==> src/rtl/div_unit_pkg.sv <==
// Shared execute-stage definitions: ALU op/select codes, zero word and the
// divider FSM / handshake encodings.
package div_unit_pkg;

  localparam logic [31:0] ZeroWord          = 32'h0000_0000;

  localparam logic [7:0]  EXE_NOP_OP        = 8'b0000_0000;
  localparam logic [7:0]  EXE_ADD_OP        = 8'b0010_0000;
  localparam logic [7:0]  EXE_SUB_OP        = 8'b0010_0010;
  localparam logic [7:0]  EXE_MULT_OP       = 8'b0001_1000;
  localparam logic [7:0]  EXE_MULTU_OP      = 8'b0001_1001;
  localparam logic [7:0]  EXE_DIV_OP        = 8'b0001_1010;
  localparam logic [7:0]  EXE_DIVU_OP       = 8'b0001_1011;

  localparam logic [2:0]  EXE_RES_NOP       = 3'b000;
  localparam logic [2:0]  EXE_RES_LOGIC     = 3'b001;
  localparam logic [2:0]  EXE_RES_SHIFT     = 3'b010;
  localparam logic [2:0]  EXE_RES_MOVE      = 3'b011;
  localparam logic [2:0]  EXE_RES_ARITHMETIC = 3'b100;
  localparam logic [2:0]  EXE_RES_MUL       = 3'b101;

  localparam logic [1:0]  DivFree           = 2'b00;
  localparam logic [1:0]  DivByZero         = 2'b01;
  localparam logic [1:0]  DivOn             = 2'b10;
  localparam logic [1:0]  DivEnd            = 2'b11;

  localparam logic        DivResultReady    = 1'b1;
  localparam logic        DivResultNotReady = 1'b0;
  localparam logic        DivStart          = 1'b1;
  localparam logic        DivStop           = 1'b0;

endpackage

==> src/rtl/div_unit.sv <==
// Multi-cycle restoring divider for DIV/DIVU: one quotient bit per cycle,
// MSB first, results {remainder, quotient} for HI/LO.
module div_unit
  import div_unit_pkg::*;
#(
  parameter int unsigned DATA_W = 32,
  parameter int unsigned CNT_W  = 6
) (
  input  logic                clk,
  input  logic                rst,
  input  logic                signed_div_i,
  input  logic [DATA_W-1:0]   opdata1_i,
  input  logic [DATA_W-1:0]   opdata2_i,
  input  logic                start_i,
  input  logic                annul_i,
  output logic [2*DATA_W-1:0] result_o,
  output logic                ready_o,
  output logic                busy_o
);

  logic [1:0]        state;
  logic [CNT_W-1:0]  cnt;
  logic [DATA_W-1:0] dvd;
  logic [DATA_W-1:0] dvs;
  logic [DATA_W-1:0] rem;
  logic [DATA_W-1:0] quot;
  logic              sign_a;
  logic              sign_b;
  logic              sgn;

  logic [DATA_W:0]   shifted;
  logic [DATA_W:0]   trial;
  logic [DATA_W-1:0] a_mag;
  logic [DATA_W-1:0] b_mag;
  logic [DATA_W-1:0] q_fix;
  logic [DATA_W-1:0] r_fix;

  always_comb begin
    a_mag   = (signed_div_i && opdata1_i[DATA_W-1]) ? (~opdata1_i + 1'b1) : opdata1_i;
    b_mag   = (signed_div_i && opdata2_i[DATA_W-1]) ? (~opdata2_i + 1'b1) : opdata2_i;
    // Remainder stays below the divisor, so the shifted value fits DATA_W+1 bits
    shifted = {rem, dvd[DATA_W-1]};
    trial   = shifted - {1'b0, dvs};
    q_fix   = (sgn && (sign_a ^ sign_b)) ? (~quot + 1'b1) : quot;
    r_fix   = (sgn && sign_a) ? (~rem + 1'b1) : rem;
  end

  always_ff @(posedge clk) begin
    if (rst) begin
      state    <= DivFree;
      cnt      <= '0;
      dvd      <= '0;
      dvs      <= '0;
      rem      <= '0;
      quot     <= '0;
      sign_a   <= 1'b0;
      sign_b   <= 1'b0;
      sgn      <= 1'b0;
      result_o <= '0;
      ready_o  <= DivResultNotReady;
      busy_o   <= 1'b0;
    end else begin
      case (state)
        DivFree: begin
          result_o <= '0;
          ready_o  <= DivResultNotReady;
          if (start_i == DivStart && !annul_i) begin
            dvd    <= a_mag;
            dvs    <= b_mag;
            sgn    <= signed_div_i;
            sign_a <= opdata1_i[DATA_W-1];
            sign_b <= opdata2_i[DATA_W-1];
            rem    <= '0;
            quot   <= '0;
            cnt    <= '0;
            busy_o <= 1'b1;
            state  <= (opdata2_i == '0) ? DivByZero : DivOn;
          end else begin
            busy_o <= 1'b0;
          end
        end

        DivByZero: begin
          busy_o <= 1'b0;
          if (annul_i) begin
            state    <= DivFree;
            result_o <= '0;
            ready_o  <= DivResultNotReady;
          end else begin
            state    <= DivEnd;
            result_o <= '0;
            ready_o  <= DivResultReady;
          end
        end

        DivOn: begin
          if (annul_i) begin
            state    <= DivFree;
            busy_o   <= 1'b0;
            result_o <= '0;
            ready_o  <= DivResultNotReady;
          end else if (cnt == CNT_W'(DATA_W)) begin
            state    <= DivEnd;
            busy_o   <= 1'b0;
            result_o <= {r_fix, q_fix};
            ready_o  <= DivResultReady;
          end else begin
            dvd <= {dvd[DATA_W-2:0], 1'b0};
            cnt <= cnt + 1'b1;
            if (!trial[DATA_W]) begin
              rem  <= trial[DATA_W-1:0];
              quot <= {quot[DATA_W-2:0], 1'b1};
            end else begin
              rem  <= shifted[DATA_W-1:0];
              quot <= {quot[DATA_W-2:0], 1'b0};
            end
          end
        end

        default: begin  // DivEnd
          busy_o <= 1'b0;
          if (start_i == DivStop || annul_i) begin
            state    <= DivFree;
            result_o <= '0;
            ready_o  <= DivResultNotReady;
          end
        end
      endcase
    end
  end

endmodule

==> config.mk <==
export PLATFORM = sky130hd
export DESIGN_NAME = div_unit
export DESIGN_NICKNAME = d
export VERILOG_FILES = /design/src/rtl/div_unit_pkg.sv /design/src/rtl/div_unit.sv
export SDC_FILE = /design/constraint.sdc
export NUM_CORES = 1
export LEC_CHECK = 0
export BUFFER_PORTS_ARGS = -buffer_cell sky130_fd_sc_hd__clkbuf_2
export CORE_ASPECT_RATIO = 1.5
export CORE_MARGIN = 3
export CORE_UTILIZATION = 55
export DETAILED_ROUTE_END_ITERATION = 12
export PLACE_DENSITY = 0.72
export RECOVER_POWER = 25
export SETUP_SLACK_MARGIN = 0.02
export SLEW_MARGIN = 30
export SYNTH_ARGS = -nofsm -noshare
export SYNTH_HDL_FRONTEND = slang
export SYNTH_SLANG_ARGS = --single-unit
==> constraint.sdc <==
create_clock -name clk -period 3.6 [get_ports clk]
set_input_delay 0.72 -clock clk [delete_from_list [all_inputs] [get_ports clk]]
set_output_delay 0.72 -clock clk [all_outputs]
set_load 0.02 [all_outputs]
Yosys cells after proc, flatten, opt, wreduce, memory -nomap -nowiden
Index checks and enable logic that the tools add are counted.
{"block": "classes", "add_sub_neg": 6, "n_reduce_logical": 18, "n_eq_ne": 7, "muxes": 41, "bitwise_logic": 6}
{"operator": "two-way mux 32 bit", "count": 13}
{"operator": "two-way mux 64 bit", "count": 3}
{"operator": "one-hot mux 32 bit (2 select lines)", "count": 3}
{"operator": "adder 32 x 1 -> 32 bit (second input constant)", "count": 4}
{"operator": "inverter 32 bit", "count": 4}
{"operator": "one-hot mux 64 bit (2 select lines)", "count": 1}
{"operator": "subtractor 33 x 32 -> 33 bit", "count": 1}
{"operator": "logical NOT 32 bit", "count": 1}
{"operator": "two-way mux 6 bit", "count": 3}
{"operator": "two-way mux 2 bit", "count": 6}
{"operator": "one-hot mux 6 bit (2 select lines)", "count": 1}
{"operator": "two-way mux 1 bit", "count": 8}
{"operator": "adder 6 x 1 -> 6 bit (second input constant)", "count": 1}
{"operator": "equality test 6 bit (second input constant)", "count": 1}
{"operator": "!= test 2 bit (second input constant)", "count": 3}
{"operator": "one-hot mux 2 bit (3 select lines)", "count": 1}
{"operator": "AND reduction 2 bit", "count": 3}
{"operator": "logical AND 1 bit", "count": 5}
{"operator": "AND reduction 4 bit", "count": 1}
{"operator": "nonzero test 4 bit", "count": 1}
{"operator": "!= test 3 bit (second input constant)", "count": 1}
{"operator": "one-hot mux 1 bit (3 select lines)", "count": 1}
{"operator": "AND reduction 3 bit", "count": 1}
{"operator": "nonzero test 3 bit", "count": 1}
{"operator": "other kinds (10)", "count": 10}
{"block": "totals", "input_bits": 69, "register_bits": 205, "out_inout_bits": 66}

Depth between registers and ports, before layout
{"block": "logic_depth", "word_depth": 6, "ltp_mapped": 12, "ltp_nobuf": 11}

Least setup slack after synthesis
OpenSTA, ideal clock, no wires.
{"block": "synth_path", "path_kind": "input -> register", "startpoint": "input opdata1_i[20]", "endpoint": "register dvd[29]", "arrival_time_ns": 2.560, "required_ns": 3.468, "path_buffers": 0, "path_stages": 8, "setup_ns": 0.132, "setup_slack_ns": 0.907, "path_cell_list": "or3_1 > or4_1 > or4_1 > nor2_1 > a21oi_1 > or3_1 > nand3_1 > a21oi_1"}
{"block": "synth_via", "elab_chain_cells": 5}
{"item": "start: declaration", "line": "div_unit.sv:12", "rtl": "input logic [DATA_W-1:0] opdata1_i,"}
{"item": "inverter 32 bit", "line": "div_unit.sv:39", "rtl": "a_mag = (signed_div_i && opdata1_i[DATA_W-1]) ? (~opdata1_i + 1'b1) : opdata1_i;"}
{"item": "adder 32 x 1 -> 32 bit", "line": "div_unit.sv:39"}
{"item": "two-way mux 32 bit", "line": "div_unit.sv:39"}
{"item": "two-way mux 32 bit", "line": "div_unit.sv:67", "rtl": "if (start_i == DivStart && !annul_i) begin"}
{"item": "one-hot mux 32 bit (2 select lines)", "line": "div_unit.sv:63", "rtl": "case (state)"}
{"item": "end signal: assignment", "line": "div_unit.sv:68", "rtl": "dvd <= a_mag;"}
{"item": "end signal: assignment", "line": "div_unit.sv:108", "rtl": "dvd <= {dvd[DATA_W-2:0], 1'b0};"}
{"item": "end: declaration", "line": "div_unit.sv:23", "rtl": "logic [DATA_W-1:0] dvd;"}
No other way between the ends. The select of a mux whose other input is x is not followed.
A chain may end at the register's enable or synchronous reset.

Worst setup path after layout
{"block": "layout_path", "startpoint": "register dvd[31]", "endpoint": "register rem[1]"}
{"block": "layout_via", "elab_chain_cells": 5}
{"item": "subtractor 33 x 32 -> 33 bit", "line": "div_unit.sv:43", "rtl": "trial = shifted - {1'b0, dvs};"}
{"item": "two-way mux 32 bit", "line": "div_unit.sv:110", "rtl": "if (!trial[DATA_W]) begin"}
{"item": "two-way mux 32 bit", "line": "div_unit.sv:102", "rtl": "end else if (cnt == CNT_W'(DATA_W)) begin"}
{"item": "two-way mux 32 bit", "line": "div_unit.sv:97", "rtl": "if (annul_i) begin"}
{"item": "one-hot mux 32 bit (2 select lines)", "line": "div_unit.sv:63"}
{"item": "end signal: assignment", "line": "div_unit.sv:111", "rtl": "rem <= trial[DATA_W-1:0];"}
{"item": "end signal: assignment", "line": "div_unit.sv:114", "rtl": "rem <= shifted[DATA_W-1:0];"}
{"item": "end: declaration", "line": "div_unit.sv:25", "rtl": "logic [DATA_W-1:0] rem;"}
No other way between the ends. The select of a mux whose other input is x is not followed.

==> results.toml <==
[timing]
timing.final.crit_share_pct = 80.0
skew_ns = 0.0151
finalSetupTns_ns = 0
fin_crit_ns = 2.88
setup_viol = 0
hold_violations = 0
relSlewSlack_pct = 48.4
rsz0062_at_grt = "false"
hold_ws_ns = 0.453
worstMarginPinSlew_ns = 0.774
finalMaxSlewViolations = 0
fmax_ghz = 0.347

[clock_tree]
cts_root_buf = "clkbuf_16"
cts_tree = "yes"
cts_made_buffers = 21
cts.sinks = 205
cts_buffer_depth = 3
clk_latency_ns = 0.50
clk_pin_slew_ns = 0.07
cts_setup_buffers = 0
post_cts_resized = 0
cts_max_level = 1
ctsHoldBuffers = 0

[synth]
synth-seq-cells = 205
synth_area_sq_um = 12200
syn_nets = 1677
synth_cell_type_count = 68
async_reset_ff_share_pct = 0
avgSynthCellArea_sq_um = 7.79
seq_area_frac_synth_pct = 33.7
synth_flop_cell = "dfxtp_1"
synth_edf_count = 0
syn_inst = 1565
ys_warn_count = 0

[hold_path]
hold_depth = 2
hp-start = "result_o[21]"
hold_class = "reg2reg"
min_to = "result_o[21]"

[finish]
post-route-cell-area_sq_um = 13700
num_antenna_cells = 0
fillCellCount = 2040
final_common_cell = "dfxtp_1"
synthToLayoutAreaGrowth_pct = 12.1
drive_gt1_share_pct = 9.28
final_cell_mix = "dfxtp_1 (205), nand2_1 (169), a21oi_1 (166)"
fin_nets = 1768
fin_cells = 1942

[power]
power_density_nw_per_um2 = 449
irDropWorstVdd_mv = 0.324
p_comb_share_pct = 26.0
power_frac_clock_pct = 34.2
p_seq_share_pct = 39.9
leakage_uw = 0.00533
p_switching_uw = 2020
swShare_pct = 32.9
power.internal_uw = 4120

[floorplanning]
start_util_pct = 56.1
ios = 135
die_area_sq_um = 24000
die_h_um = 188
fp.coreArea_sq_um = 21700
num_rows = 66
die_x_um = 128

[placement]
placed_cell_area_sq_um = 13100
hpwl_um = 23400
gp_congestion = 0.944
place_inst = 1905
io_buffers = 134

[global_route]
grt_pass1_vias = 10698
grt_pass1_wl_um = 51600
grt_use_total_pct = 25.2
grt_antenna_before_repair = 0
grt_max_degree = 64
grt_overflow_total = 0

[worst_setup_path]
start_kind = "register"
reg2reg_depth = 12
reg2reg_from = "dvd[31]"
critical_path_class = "reg2reg"
path_max_fanout = 17
crit_arrival_ns = 3.27
ff2ff_setup_slack_ns = 0.72
endpoint_kind = "register"
timing.rr.end = "rem[1]"
required_ns = 3.99

[route]
wl_per_cell_um = 16.1
firstDrtPassIters = 5
postRouteWirelength_um = 31300
num_vias = 11454
drtIter0Drc = 619
drc_errors = 0
drtAntennaViolNets = 0
vias_per_cell = 5.90

[run_status]
status = "complete, no violations"

[run]
maxCapViolCount = 0
[power groups by stage]
stage | clock network [uW] | logic (uW) | registers (uW)
finish | 2100 | 1590 | 2450
global route | 2220 | 1770 | 2460
CTS | 2140 | 1590 | 2450
detailed placement | 0 | 1580 | 2500
global placement | 0 | 1560 | 2490
floorplan | 0 | 1160 | 2480
[logic make-up (layout without fill, tap and decap cells)]
logic type / after synthesis / in the layout / share of synthesized area, %
muxes: 26 / 26 / 2.14
and+or+nand+nor: 541 / 541 / 20.7
DFF: 205 / 205 / 33.7
xor gates and xnor gates: 137 / 137 / 9.85
buffers and inverters: 157 / 262 / 5.01
AOI/OAI and AO/OA: 456 / 456 / 24.2
adders and majority gates: 43 / 43 / 4.48
[area by class of cell]
class | instances | area [sq um] | area share [%]
clock inverters | 9 | 61.3 | 0.449
clock buffers | 28 | 602 | 4.41
repair buffers | 162 | 797 | 5.84
well taps | 272 | 340 | 2.49
flip-flops and latches | 205 | 4100 | 30.1
inverters | 63 | 236 | 1.73
multi-input cells | 1203 | 7510 | 55.0
[registers in the layout, indices dropped and copies added (netlist names)]
signal,cells
result_o,64
dvd,32
dvs,32
quot,32
rem,32
cnt,6
state,2
busy_o,1
ready_o,1
sgn,1
sign_a,1
sign_b,1
[routing by layer]
metal | share of wire, % | GRT usage [%]
met5 | 0 | 0
met4 | 3.0 | 8.22
met3 | 4.8 | 2.58
met2 | 49 | 44.2
met1 | 44 | 32.3
[worst max-delay path by stage]
| stage | from | slack (ns) | to |
|---|---|---|---|
| final | dvd[31] | 0.72 | rem[1] |
| after global placement | opdata2_i[3] | 0.65 | state[0] |
| after floorplan | opdata1_i[20] | 0.91 | dvd[29] |
| after global routing | dvd[31] | 0.48 | rem[1] |
| after CTS | dvd[31] | 0.73 | rem[1] |
| after detailed placement | opdata2_i[3] | 0.52 | state[0] |
[cell usage after synthesis (10+ instances only)]
library cell / instances / share of area (%)
a211oi_1: 25 / 1.5
nand2b_1: 20 / 1.0
xor2_1: 69 / 5.0
o41ai_1: 10 / 0.72
inv_1: 63 / 1.9
nand2_1: 169 / 5.2
clkbuf_1: 82 / 2.5
o211ai_1: 11 / 0.68
and2_1: 10 / 0.51
o21ai_0: 67 / 2.8
a21oi_1: 168 / 6.9
o31ai_1: 12 / 0.74
a31oi_1: 11 / 0.56
nor2_1: 154 / 4.7
a21o_1: 18 / 1.1
or3_1: 14 / 0.72
xnor2_1: 68 / 4.9
nand3_1: 51 / 2.1
nor4_1: 14 / 0.72
ha_1: 42 / 4.3
nor3_1: 56 / 2.3
a22oi_1: 53 / 3.3
dfxtp_1: 205 / 34
mux2i_1: 26 / 2.1
a22o_1: 22 / 1.6
[metrics by stage]
stage	power [uW]	setup WS (ns)	util, %
after floorplan	3640	0.907	-
after global placement	4050	0.652	60.2
after detailed placement	4080	0.519	60.2
after CTS	6180	0.726	63.3
after global routing	6450	0.482	62.9
final	6140	0.721	62.9
[critical path, cell delays in order, from the launching register on]
cell and delay, ns:
dfxtp_1 0.33, inv_1 0.06, ha_1 0.23, fa_1 0.40, nand2b_1 0.18, a21o_1 0.19
a21oi_1 0.28, o211ai_1 0.14, a31oi_1 0.34, a21oi_4 0.05, buf_4 0.24, mux2i_1 0.14
a22o_1 0.20
Note: power is estimated with default switching activity, not from simulation.
